**config.mk**
```make
export PLATFORM = sky130hd
export DESIGN_NAME = dds_cmd_dispatch
export DESIGN_NICKNAME = d
export VERILOG_FILES = /design/src/rtl/dds_cmd_dispatch.sv
export SDC_FILE = /design/constraint.sdc
export NUM_CORES = 1
export LEC_CHECK = 0
export BUFFER_PORTS_ARGS = -buffer_cell sky130_fd_sc_hd__buf_2
export CORE_UTILIZATION = 52
export DETAILED_ROUTE_END_ITERATION = 10
export PLACE_DENSITY = 0.75
export REMOVE_ABC_BUFFERS = 1
export SLEW_MARGIN = 25
export SYNTH_ARGS = -nofsm -noshare
export SYNTH_HDL_FRONTEND = slang
export SYNTH_SLANG_ARGS = --single-unit
```
**constraint.sdc**
```tcl
create_clock -name sys_clk -period 2.1 [get_ports sys_clk]
set_input_delay 0 -clock sys_clk [delete_from_list [all_inputs] [get_ports sys_clk]]
set_output_delay 0 -clock sys_clk [all_outputs]
set_load 0.01 [all_outputs]
```
**src/rtl/dds_cmd_dispatch.sv**
```systemverilog
// Command dispatcher: buffers (addr, cmd) pairs in a 4-entry FIFO and issues them one at a time
// as req/ack writes on the DDS control bus, with an ack timeout and a mandatory inter-write gap.
module dds_cmd_dispatch #(
  parameter int unsigned            ADDR_WIDTH = 8,
  parameter int unsigned            CMD_WIDTH  = 8,
  parameter logic [ADDR_WIDTH-1:0]  MAX_ADDR   = 8'h3F,
  parameter int unsigned            TIMEOUT    = 1024,
  parameter int unsigned            GAP_CYCLES = 4
) (
  input  logic                  sys_clk,
  input  logic                  sys_rst_n,
  input  logic [ADDR_WIDTH-1:0] addr_data,
  input  logic [CMD_WIDTH-1:0]  cmd_data,
  input  logic                  cmd_data_valid,
  output logic                  wr_req,
  output logic [ADDR_WIDTH-1:0] wr_addr,
  output logic [CMD_WIDTH-1:0]  wr_data,
  input  logic                  wr_ack,
  output logic                  busy,
  output logic [2:0]            fifo_level,
  output logic                  err_ovf,
  output logic                  err_addr,
  output logic                  err_timeout,
  output logic [7:0]            err_cnt
);

  localparam int unsigned GAP_EFF = (GAP_CYCLES == 0) ? 1 : GAP_CYCLES;
  localparam int unsigned TMR_W   = (TIMEOUT > 1) ? $clog2(TIMEOUT) : 1;
  localparam int unsigned GAP_W   = (GAP_EFF > 1) ? $clog2(GAP_EFF) : 1;
  localparam logic [TMR_W-1:0] TMR_LAST = TMR_W'(TIMEOUT - 1);
  localparam logic [GAP_W-1:0] GAP_LAST = GAP_W'(GAP_EFF - 1);

  typedef enum logic [1:0] {
    S_IDLE,
    S_ISSUE,
    S_GAP
  } state_t;

  state_t state, state_d;

  logic [ADDR_WIDTH-1:0] mem_addr [4];
  logic [CMD_WIDTH-1:0]  mem_cmd  [4];
  logic [1:0]            wr_ptr, rd_ptr;
  logic [TMR_W-1:0]      tmr, tmr_d;
  logic [GAP_W-1:0]      gap_cnt, gap_d;
  logic                  req_d;
  logic                  pop, push, addr_bad, ovf, timeout_hit;
  logic                  fifo_full, fifo_empty;

  always_comb begin
    fifo_full   = (fifo_level == 3'd4);
    fifo_empty  = (fifo_level == 3'd0);
    state_d     = state;
    tmr_d       = tmr;
    gap_d       = gap_cnt;
    req_d       = wr_req;
    pop         = 1'b0;
    timeout_hit = 1'b0;

    case (state)
      S_IDLE: begin
        if (!fifo_empty) begin
          pop     = 1'b1;
          req_d   = 1'b1;
          tmr_d   = '0;
          state_d = S_ISSUE;
        end
      end
      S_ISSUE: begin
        // An ack arriving on the final timer cycle still wins over the timeout.
        if (wr_ack) begin
          req_d   = 1'b0;
          gap_d   = '0;
          state_d = S_GAP;
        end else if (tmr == TMR_LAST) begin
          req_d       = 1'b0;
          timeout_hit = 1'b1;
          gap_d       = '0;
          state_d     = S_GAP;
        end else begin
          tmr_d = tmr + TMR_W'(1);
        end
      end
      S_GAP: begin
        if (gap_cnt == GAP_LAST) state_d = S_IDLE;
        else                     gap_d   = gap_cnt + GAP_W'(1);
      end
      default: state_d = S_IDLE;
    endcase

    addr_bad = cmd_data_valid && (addr_data > MAX_ADDR);
    // A pop in the same cycle frees the slot, so a push into a full FIFO is still taken.
    push     = cmd_data_valid && !addr_bad && (!fifo_full || pop);
    ovf      = cmd_data_valid && !addr_bad && fifo_full && !pop;
    busy     = !fifo_empty || (state != S_IDLE);
  end

  always_ff @(posedge sys_clk or negedge sys_rst_n) begin
    if (!sys_rst_n) state <= S_IDLE;
    else            state <= state_d;
  end

  always_ff @(posedge sys_clk) begin
    if (push) begin
      mem_addr[wr_ptr] <= addr_data;
      mem_cmd[wr_ptr]  <= cmd_data;
    end
  end

  always_ff @(posedge sys_clk or negedge sys_rst_n) begin
    if (!sys_rst_n) begin
      wr_req      <= 1'b0;
      wr_addr     <= '0;
      wr_data     <= '0;
      tmr         <= '0;
      gap_cnt     <= '0;
      wr_ptr      <= '0;
      rd_ptr      <= '0;
      fifo_level  <= '0;
      err_ovf     <= 1'b0;
      err_addr    <= 1'b0;
      err_timeout <= 1'b0;
      err_cnt     <= '0;
    end else begin
      wr_req  <= req_d;
      tmr     <= tmr_d;
      gap_cnt <= gap_d;
      if (pop) begin
        wr_addr <= mem_addr[rd_ptr];
        wr_data <= mem_cmd[rd_ptr];
        rd_ptr  <= rd_ptr + 2'd1;
      end
      if (push) wr_ptr <= wr_ptr + 2'd1;
      case ({push, pop})
        2'b10:   fifo_level <= fifo_level + 3'd1;
        2'b01:   fifo_level <= fifo_level - 3'd1;
        default: fifo_level <= fifo_level;
      endcase
      err_ovf     <= ovf;
      err_addr    <= addr_bad;
      err_timeout <= timeout_hit;
      if ((err_ovf || err_addr || err_timeout) && (err_cnt != 8'hFF))
        err_cnt <= err_cnt + 8'd1;
    end
  end

endmodule

```
After elaboration in Yosys (flattened, before gate mapping)
Memory sizes are Yosys's and may differ from the RTL's. A register that Yosys moved wholly into a read port is not among the register bits.
Cells that the tools add are included.

cells by class
  multiplexer cells = 25
  reduce and logical (&&, ||, !) cells = 26
  add/sub/neg operators = 7
  equal/unequal tests = 14
  magnitude comparators = 1

operators by type and width
  kind                                                count
  2-to-1 mux 10 bit                                   3
  one-hot mux 10 bit (2 select lines)                 1
  2-to-1 mux 2 bit                                    7
  adder 10 x 1 -> 10 bit, second input constant       1
  == test 10 bit, second input constant               1
  2-to-1 mux 1 bit                                    10
  != test 2 bit, second input constant                5
  AND reduction 3 bit                                 3
  adder 8 x 1 -> 8 bit, second input constant         1
  > comparator 8 x 6 -> 1 bit, second input constant  1
  != test 8 bit, second input constant                1
  nonzero test 2 bit                                  4
  adder 2 x 1 -> 2 bit, second input constant         3
  == test 2 bit, second input constant                3
  logical AND 1 bit                                   6
  logical NOT 1 bit                                   6
  one-hot mux 2 bit (3 select lines)                  1
  one-hot mux 3 bit (2 select lines)                  1
  == test 2 x 1 -> 1 bit, second input constant       2
  logical OR 1 bit                                    4
  one-hot mux 2 bit (2 select lines)                  1
  AND reduction 4 bit                                 1
  adder 3 x 1 -> 3 bit, second input constant         1
  == test 3 bit, second input constant                1
  other kinds (5)                                     5

storage, ports and cells
  flip-flop bits (word level) = 33
  memory bits (writable) = 64
  memories kept = 2
  output and inout port bits = 32
  bits of input ports = 20

memory list
  name      words  width  read ports  clocked after Yosys merged registers in  write ports  RTL line  RTL
  mem_addr  4      8      1           1                                        1            41        logic [ADDR_WIDTH-1:0] mem_addr [4];
  mem_cmd   4      8      1           1                                        1            42        logic [CMD_WIDTH-1:0] mem_cmd [4];

Depth between registers and ports, before layout
Gate-level depths: netlist of run 1.

  depth after elaboration = 7
  gate-level depth with buffers = 9

Worst setup path after synthesis of run 1
No wires, ideal clock.

  path kind = register -> register
  start point = reg state[1]
  end point = reg fifo_level[2]
  cell stages (with the launch flop) = 10
  arrival = 1995 ps
  library setup time = 81 ps
  slack = 24 ps
  buffers on the path = 1
  cell sequence = dfrtp_1 or2_4 nor2_4 buf_1 nand2_1 fa_1 inv_1 nor4b_1 a31oi_1 xnor2_1

on the way
  cells in the longest elaborated chain, start to end = 6

RTL lines
  item                                                                      RTL line  RTL
  from (decl)                                                               39        state_t state, state_d;
  from (signal assigned)                                                    100       else state <= state_d;
  logical NOT 2 bit *                                                       60        case (state)
  2-to-1 mux 1 bit *                                                        60
  logical OR 1 bit                                                          93        push = cmd_data_valid && !addr_bad && (!fifo_full || pop);
  logical AND 1 bit                                                         93
  == test 2 x 1 -> 1 bit or == test 2 bit (tied branches)                   134       case ({push, pop})
  one-hot mux 3 bit (2 select lines) or nonzero test 2 bit (tied branches)  n/a
  to (signal assigned)                                                      135       2'b10: fifo_level <= fifo_level + 3'd1;
  to (signal assigned)                                                      136       2'b01: fifo_level <= fifo_level - 3'd1;
  to (signal assigned)                                                      137       default: fifo_level <= fifo_level;
  to (decl)                                                                 20        output logic [2:0] fifo_level,

Mark *: on every way between the ends. The rest lies on a longest branch, timed or not.
A chain may end at the register's enable or synchronous reset.

Worst setup path after layout of run 1
Same ends and word-level chain as after synthesis.

==> results of run 1 <==
-- layout make-up --
| class | count | area share [%] |
|---|---|---|
| clock inverter | 15 | 2.858 |
| tap | 108 | 2.287 |
| clock buffer | 17 | 7.008 |
| multi-input combinational | 183 | 24.26 |
| sequential | 113 | 53.27 |
| inverter | 9 | 0.5717 |
| timing repair buffer | 87 | 9.740 |
-- power groups by stage --
| stage | Combinational [mW] | Sequential [mW] | Clock, mW |
|---|---|---|---|
| 6_report | 2.38 | 3.14 | 2.82 |
| 5_1_grt | 2.63 | 3.20 | 2.96 |
| 4_1_cts | 2.41 | 3.14 | 2.87 |
| 3_5_place_dp | 2.36 | 3.18 | 0 |
| 3_3_place_gp | 2.30 | 3.15 | 0 |
| 2_1_floorplan | 1.32 | 3.36 | 0 |
-- timing repair --
action	4_1_cts	5_1_grt
hold endpoints to repair	124	0
setup endpoints to repair	0	0
hold buffers	20	0
resized for setup	0	0
-- Yosys cell counts, drive strengths merged, types with 3 or more instances --
| cell | instances | area (µm²) |
|---|---|---|
| edfxtp | 64 | 1922 |
| nand2 | 63 | 236.5 |
| dfrtp | 49 | 1226 |
| mux4 | 16 | 360.4 |
| buf | 11 | 71.31 |
| xnor2 | 11 | 96.34 |
| nand3 | 10 | 55.05 |
| nor2 | 10 | 45.04 |
| inv | 9 | 33.78 |
| a21oi | 7 | 53.81 |
| ha | 7 | 87.58 |
| nor3 | 7 | 51.30 |
| and2 | 5 | 31.28 |
| mux2i | 4 | 40.04 |
| o21ai | 4 | 20.02 |
| a21o | 3 | 25.03 |
| nand4 | 3 | 25.02 |
| o22ai | 3 | 18.77 |
| o31ai | 3 | 27.52 |
-- worst register-to-register path, stage by stage (launching register included) --
cell     delay [ps]
dfrtp_1         470
or2_4           300
nor2_4          120
nand2_1          70
fa_1            350
inv_1            80
nor4b_1          50
a31oi_1         180
xnor2_1         140
-- layer usage --
layer  vias to the layer above  track usage (%)
li1                       1350                -
met1                      1417            26.20
met3                        11            6.286
met2                        75            35.81
met5                         -                0
met4                         0            7.692
-- through the flow --
step | hold slack (ps) | setup slack (ps) | util, %
after floorplan | -295.6 | 43.89 | -
after global placement | 52.77 | 345.3 | 58.78
after detailed placement | 53.58 | 264.0 | 58.78
after CTS | 29.26 | 256.6 | 67.76
after global routing | 78.85 | 173.4 | 67.76
final | 37.49 | 269.6 | 67.76
-- logic make-up after synthesis --
family,share of synthesized area [%]
AO/OA/AOI/OAI,4.882
flip-flops,67.11
AND/OR/NAND/NOR,12.19
XOR/XNOR,2.427
multiplexers,8.776
buffers and inverters,2.320
adder cells (fa/ha/maj),2.294
-- worst min path at each step --
stage	startpoint	endpoint	slack, ps	cells after the start
2_1_floorplan	sys_rst_n	err_addr	-300	0
3_3_place_gp	sys_rst_n	err_cnt[6]	50	1
3_5_place_dp	sys_rst_n	err_cnt[6]	50	1
4_1_cts	sys_rst_n	err_cnt[6]	30	2
5_1_grt	sys_rst_n	rd_ptr[0]	80	2
6_report	sys_rst_n	err_cnt[6]	40	2
-- flip-flops by register name (all words and copies together), names as in the netlist --
name / count
mem_addr: 32
mem_cmd: 32
tmr: 10
err_cnt: 8
wr_addr: 8
wr_data: 8
fifo_level: 3
gap_cnt: 2
rd_ptr: 2
state: 2
wr_ptr: 2
err_addr: 1
err_ovf: 1
err_timeout: 1
wr_req: 1
==> impl_metrics.env, run 1 <==
export IMPL_status="finished clean"
export IMPL_avgSynthCellArea_um2=14.80
export IMPL_synth_edf_count=64
export IMPL_p_comb_share_pct=28.5
export IMPL_htreeDepth=4
export IMPL_synthFlopType="edfxtp_1"
export IMPL_setup_tns_ps=0
export IMPL_period_share_pct=87.16
export IMPL_first_iter_violations=183
export IMPL_post_cts_buffers=0
export IMPL_p_leak_nw=2.448
export IMPL_critPathSlowestCell="dfrtp_1"
export IMPL_clk_latency_ps=520
export IMPL_critPathKind="flip-flop to flip-flop"
export IMPL_drive_gt1_share_pct=31.60
export IMPL_dp_hpwl_um=5765
export IMPL_grt_pass1_vias=2983
export IMPL_cts_tree="done"
export IMPL_cap_violations=0
export IMPL_viasPerCell=5.363
export IMPL_diodes=0
export IMPL_endpoint_kind="flip-flop"
export IMPL_die_area_mm2=0.009404
export IMPL_relSlewSlack_pct=57.44
export IMPL_synth_distinct_cells=55
export IMPL_p_int_mw=5.573
export IMPL_netlist_area_mm2=0.004691
export IMPL_grt_ovfl_total=0
export IMPL_power_switching_mw=2.769
export IMPL_setup_viol=0
export IMPL_drt_antenna_violating_nets=0
export IMPL_rsz0062_at_grt="false"
export IMPL_drv_slew=0
export IMPL_synthCells=317
export IMPL_drc_errors=0
export IMPL_layout_commonest_cell="edfxtp_1"
export IMPL_post_drt_wl_per_cell_um=17.06
export IMPL_n_fill_cell=584
export IMPL_reg2reg_depth=8
export IMPL_die_x_um=96.98
export IMPL_instances_no_fill=532
export IMPL_vias=2853
export IMPL_yosys_warnings=0
export IMPL_final_cell_mix="edfxtp_1 (64), nand2_1 (63), buf_2 (51), dfrtp_1 (49), dlygate4sd3_1 (20)"
export IMPL_cts_buffers=17
export IMPL_vdd_drop_max_v=0.0009019
export IMPL_arrival_ps=2270
export IMPL_area_delta_synth_final_pct=25.98
export IMPL_hp_class="input port to async pin"
export IMPL_power_switching_share_pct=33.20
export IMPL_clk_pin_slew_ps=60
export IMPL_ys_ff_latch=113
export IMPL_worstPathRequired_ps=2540
export IMPL_start_util_pct=53.79
export IMPL_synthArstFlopShare_pct=43.36
export IMPL_fmax_ghz=0.5463
export IMPL_place_gp_congestion=0.7451
export IMPL_worstReg2RegStart="state[1]"
export IMPL_fin_area_mm2=0.005909
export IMPL_fin_worst_skew_ps=6.344
export IMPL_antenna_found_initial=0
export IMPL_r2r_end="fifo_level[2]"
export IMPL_seq_power_share_pct=37.7
export IMPL_cts_root_buf="clkbuf_8"
export IMPL_critPathTopFamily="simple AND/OR/NAND/NOR gates"
export IMPL_cp_buffers_inverters=1
export IMPL_p_per_area_mw_per_mm2=1412
export IMPL_r2r_slack_ps=270
export IMPL_dr_wl_met2_um=4768
export IMPL_start_kind="flip-flop"
export IMPL_crit_end="fifo_level[2]"
export IMPL_period_minus_slack_ps=1830
export IMPL_first_pass_iters=4
export IMPL_finalPower_mw=8.342
export IMPL_dp_cells=480
export IMPL_grt_max_degree=28
export IMPL_seq_area_mm2=0.003148
export IMPL_place_area_mm2=0.005126
export IMPL_cp_cell_sequence="or2_4, nor2_4, nand2_1, fa_1, inv_1, nor4b_1, a31oi_1, xnor2_1"
export IMPL_highest_layer="met4"
export IMPL_core_mm2=0.008721
export IMPL_multiInputGateArea_mm2=0.001434
export IMPL_grt_first_pass_wirelength_um=14880
export IMPL_crit_path_start="state[1]"
export IMPL_finalHoldViolations=0
export IMPL_wl_met1_um=3785
export IMPL_tightest_slew_ps=638.4
export IMPL_yosysSeqAreaShare_pct=67.11
export IMPL_cp_depth=8
export IMPL_place_port_buffers=51
export IMPL_clockBufferDepth=2
export IMPL_grt_total_usage_pct=21.29
export IMPL_nNetsFinal=439
export IMPL_rows=34
export IMPL_fp_dieH_um=96.98
export IMPL_cp_max_fo=6
export IMPL_pin_count=52
export IMPL_drt_total_wl_um=9075
export IMPL_clkSinkCount=113
export IMPL_dr_wl_met3_um=432
export IMPL_pwr_share_clk_pct=33.8
export IMPL_max_stage_delay_ps=470
(Power assumes the default switching activity.)
==> run 2: changes to the inputs <==
--- a/config.mk
+++ b/config.mk
@@ -6,9 +6,9 @@
 export NUM_CORES = 1
 export LEC_CHECK = 0
 export BUFFER_PORTS_ARGS = -buffer_cell sky130_fd_sc_hd__buf_2
-export CORE_UTILIZATION = 52
+export CORE_UTILIZATION = 60
 export DETAILED_ROUTE_END_ITERATION = 10
-export PLACE_DENSITY = 0.75
+export PLACE_DENSITY = 0.81
 export REMOVE_ABC_BUFFERS = 1
 export SLEW_MARGIN = 25
 export SYNTH_ARGS = -nofsm -noshare
==> constraint.sdc (replaced) <==
create_clock -name sys_clk -period 2.34 [get_ports sys_clk]
set_input_delay 0 -clock sys_clk [delete_from_list [all_inputs] [get_ports sys_clk]]
set_output_delay 0 -clock sys_clk [all_outputs]
set_load 0.01 [all_outputs]
==> run 2 against run 1 <==
  * Register-to-register slack better by 80 ps
  * Global-route usage up 5.3 points
  * Via count up 2.2%
  * Combinational power down 13%
  * Sequential power down 7.6%
  * First-iteration DRC count down 7.1%
  * Critical path type unchanged
  * Critical endpoint unchanged
==> impl_metrics.env, run 2 (synthesis gave the netlist of run 1 again) <==
export IMPL_cts_buffers=17
export IMPL_arrival_ps=2410
export IMPL_setup_viol=0
export IMPL_seq_area_mm2=0.003148
export IMPL_setup_tns_ps=0
export IMPL_die_x_um=90.42
export IMPL_start_kind="flip-flop"
export IMPL_fp_dieH_um=90.42
export IMPL_rows=31
export IMPL_tightest_slew_ps=817.1
export IMPL_period_share_pct=84.85
export IMPL_fmax_ghz=0.5037
export IMPL_dp_hpwl_um=5470
export IMPL_cts_root_buf="clkbuf_8"
export IMPL_layout_commonest_cell="edfxtp_1"
export IMPL_post_cts_buffers=0
export IMPL_fin_worst_skew_ps=7.544
export IMPL_cap_violations=0
export IMPL_drc_errors=0
export IMPL_diodes=0
export IMPL_finalHoldViolations=0
export IMPL_place_port_buffers=51
export IMPL_max_stage_delay_ps=500
export IMPL_endpoint_kind="flip-flop"
export IMPL_die_area_mm2=0.008176
export IMPL_viasPerCell=5.642
export IMPL_critPathKind="flip-flop to flip-flop"
export IMPL_nNetsFinal=433
export IMPL_drt_antenna_violating_nets=0
export IMPL_relSlewSlack_pct=45.53
export IMPL_vdd_drop_max_v=0.0009751
export IMPL_finalPower_mw=7.537
export IMPL_clkSinkCount=113
export IMPL_cts_tree="done"
export IMPL_drt_total_wl_um=9844
export IMPL_n_fill_cell=397
export IMPL_grt_total_usage_pct=26.60
export IMPL_reg2reg_depth=8
export IMPL_worstPathRequired_ps=2760
export IMPL_crit_end="fifo_level[2]"
export IMPL_top_regs="mem_addr: 32 flops, mem_cmd: 32 flops, tmr: 10 flops"
export IMPL_grt_pass1_vias=3064
export IMPL_first_iter_violations=170
export IMPL_critPathSlowestCell="dfrtp_1"
export IMPL_vias=2917
export IMPL_multiInputGateArea_mm2=0.001434
export IMPL_cp_max_fo=11
export IMPL_grt_max_degree=31
export IMPL_area_delta_synth_final_pct=24.91
export IMPL_fin_ws_ps=354.6
export IMPL_pin_count=52
export IMPL_grt_first_pass_wirelength_um=16020
export IMPL_r2r_slack_ps=350
export IMPL_core_mm2=0.007408
export IMPL_fin_area_mm2=0.005859
export IMPL_dp_cells=465
export IMPL_instances_no_fill=517
export IMPL_first_pass_iters=5
export IMPL_status="finished clean"
export IMPL_clk_pin_slew_ps=60
export IMPL_cts_hold_buf=20
export IMPL_p_per_area_mw_per_mm2=1286
export IMPL_worstReg2RegStart="state[0]"
export IMPL_r2r_end="fifo_level[2]"
export IMPL_cts_resized=0
export IMPL_final_cell_mix="edfxtp_1 (64), nand2_1 (63), buf_2 (51), dfrtp_1 (49), dlygate4sd3_1 (20)"
export IMPL_place_area_mm2=0.005070
export IMPL_post_drt_wl_per_cell_um=19.04
export IMPL_cp_cell_sequence="or2_4, nor2_4, nand2_1, fa_1, inv_1, nor4b_1, a31oi_1, xnor2_1"
export IMPL_clockBufferDepth=2
export IMPL_clk_latency_ps=510
export IMPL_htreeDepth=4
export IMPL_rsz0062_at_grt="false"
export IMPL_post_place_ws_ps=428.1
export IMPL_drive_gt1_share_pct=30.62
export IMPL_period_minus_slack_ps=1985
export IMPL_hp_class="input port to async pin"
export IMPL_crit_path_start="state[0]"
export IMPL_drv_slew=0
export IMPL_antenna_found_initial=0
export IMPL_grt_ovfl_total=0
export IMPL_start_util_pct=63.32
export IMPL_place_gp_congestion=0.7956
export IMPL_p_leak_nw=2.423
-- run 2: changes by cell type in the layout (fill, tap and decap cells not counted) --
| cell | previous run | this run |
|---|---|---|
| buf_4 | 16 | 10 |
| clkinv_4 | 0 | 3 |
| inv_6 | 8 | 4 |
| clkinvlp_4 | 3 | 2 |
| inv_8 | 1 | 3 |
-- run 2: worst min-delay path by stage --
stage              start         end  cells after the start
2_1_floorplan  sys_rst_n    err_addr                      0
3_3_place_gp   sys_rst_n  err_cnt[3]                      1
3_5_place_dp   sys_rst_n  err_cnt[3]                      1
4_1_cts        sys_rst_n  wr_addr[7]                      2
5_1_grt        sys_rst_n  err_cnt[3]                      2
6_report       sys_rst_n  err_cnt[3]                      2
-- run 2: layout make-up --
cell class / count / area share, %
clock inverter: 15 / 2.990
clock buffer: 17 / 7.068
timing repair buffer: 81 / 9.054
multi-input combinational: 183 / 24.47
tap: 99 / 2.114
inverter: 9 / 0.5766
sequential: 113 / 53.73
-- run 2: routing by layer --
metal / vias up / share of wire, % / GRT usage (%)
li1: 1330 / - / -
met1: 1477 / 41 / 33.63
met2: 102 / 53 / 44.53
met3: 8 / 5.4 / 7.744
met4: 0 / 0.79 / 8.602
met5: - / 0 / 0
-- run 2: worst max-delay path: cells and delay by family, from the launching register on --
kind	cells	cell delay, ps
adders and majority gates	1	350
buffers and inverters	1	80
AOI/OAI and AO/OA	1	220
xor gates and xnor gates	1	170
and+or+nand+nor	4	580
DFF	1	500
-- run 2: metrics by stage --
| stage | hold slack [ps] | util [%] |
|---|---|---|
| final | 70.96 | 79.09 |
| after global routing | 149.5 | 79.09 |
| after CTS | 92.79 | 79.09 |
| after detailed placement | 97.60 | 68.43 |
| after global placement | 80.38 | 68.43 |
| after floorplan | -295.6 | - |
-- run 2: where the power goes --
group	leakage, nW	internal (mW)	switching, mW
clock	0.285	1.55	1.00
combinational	0.940	0.929	1.15
sequential	1.20	2.50	0.397
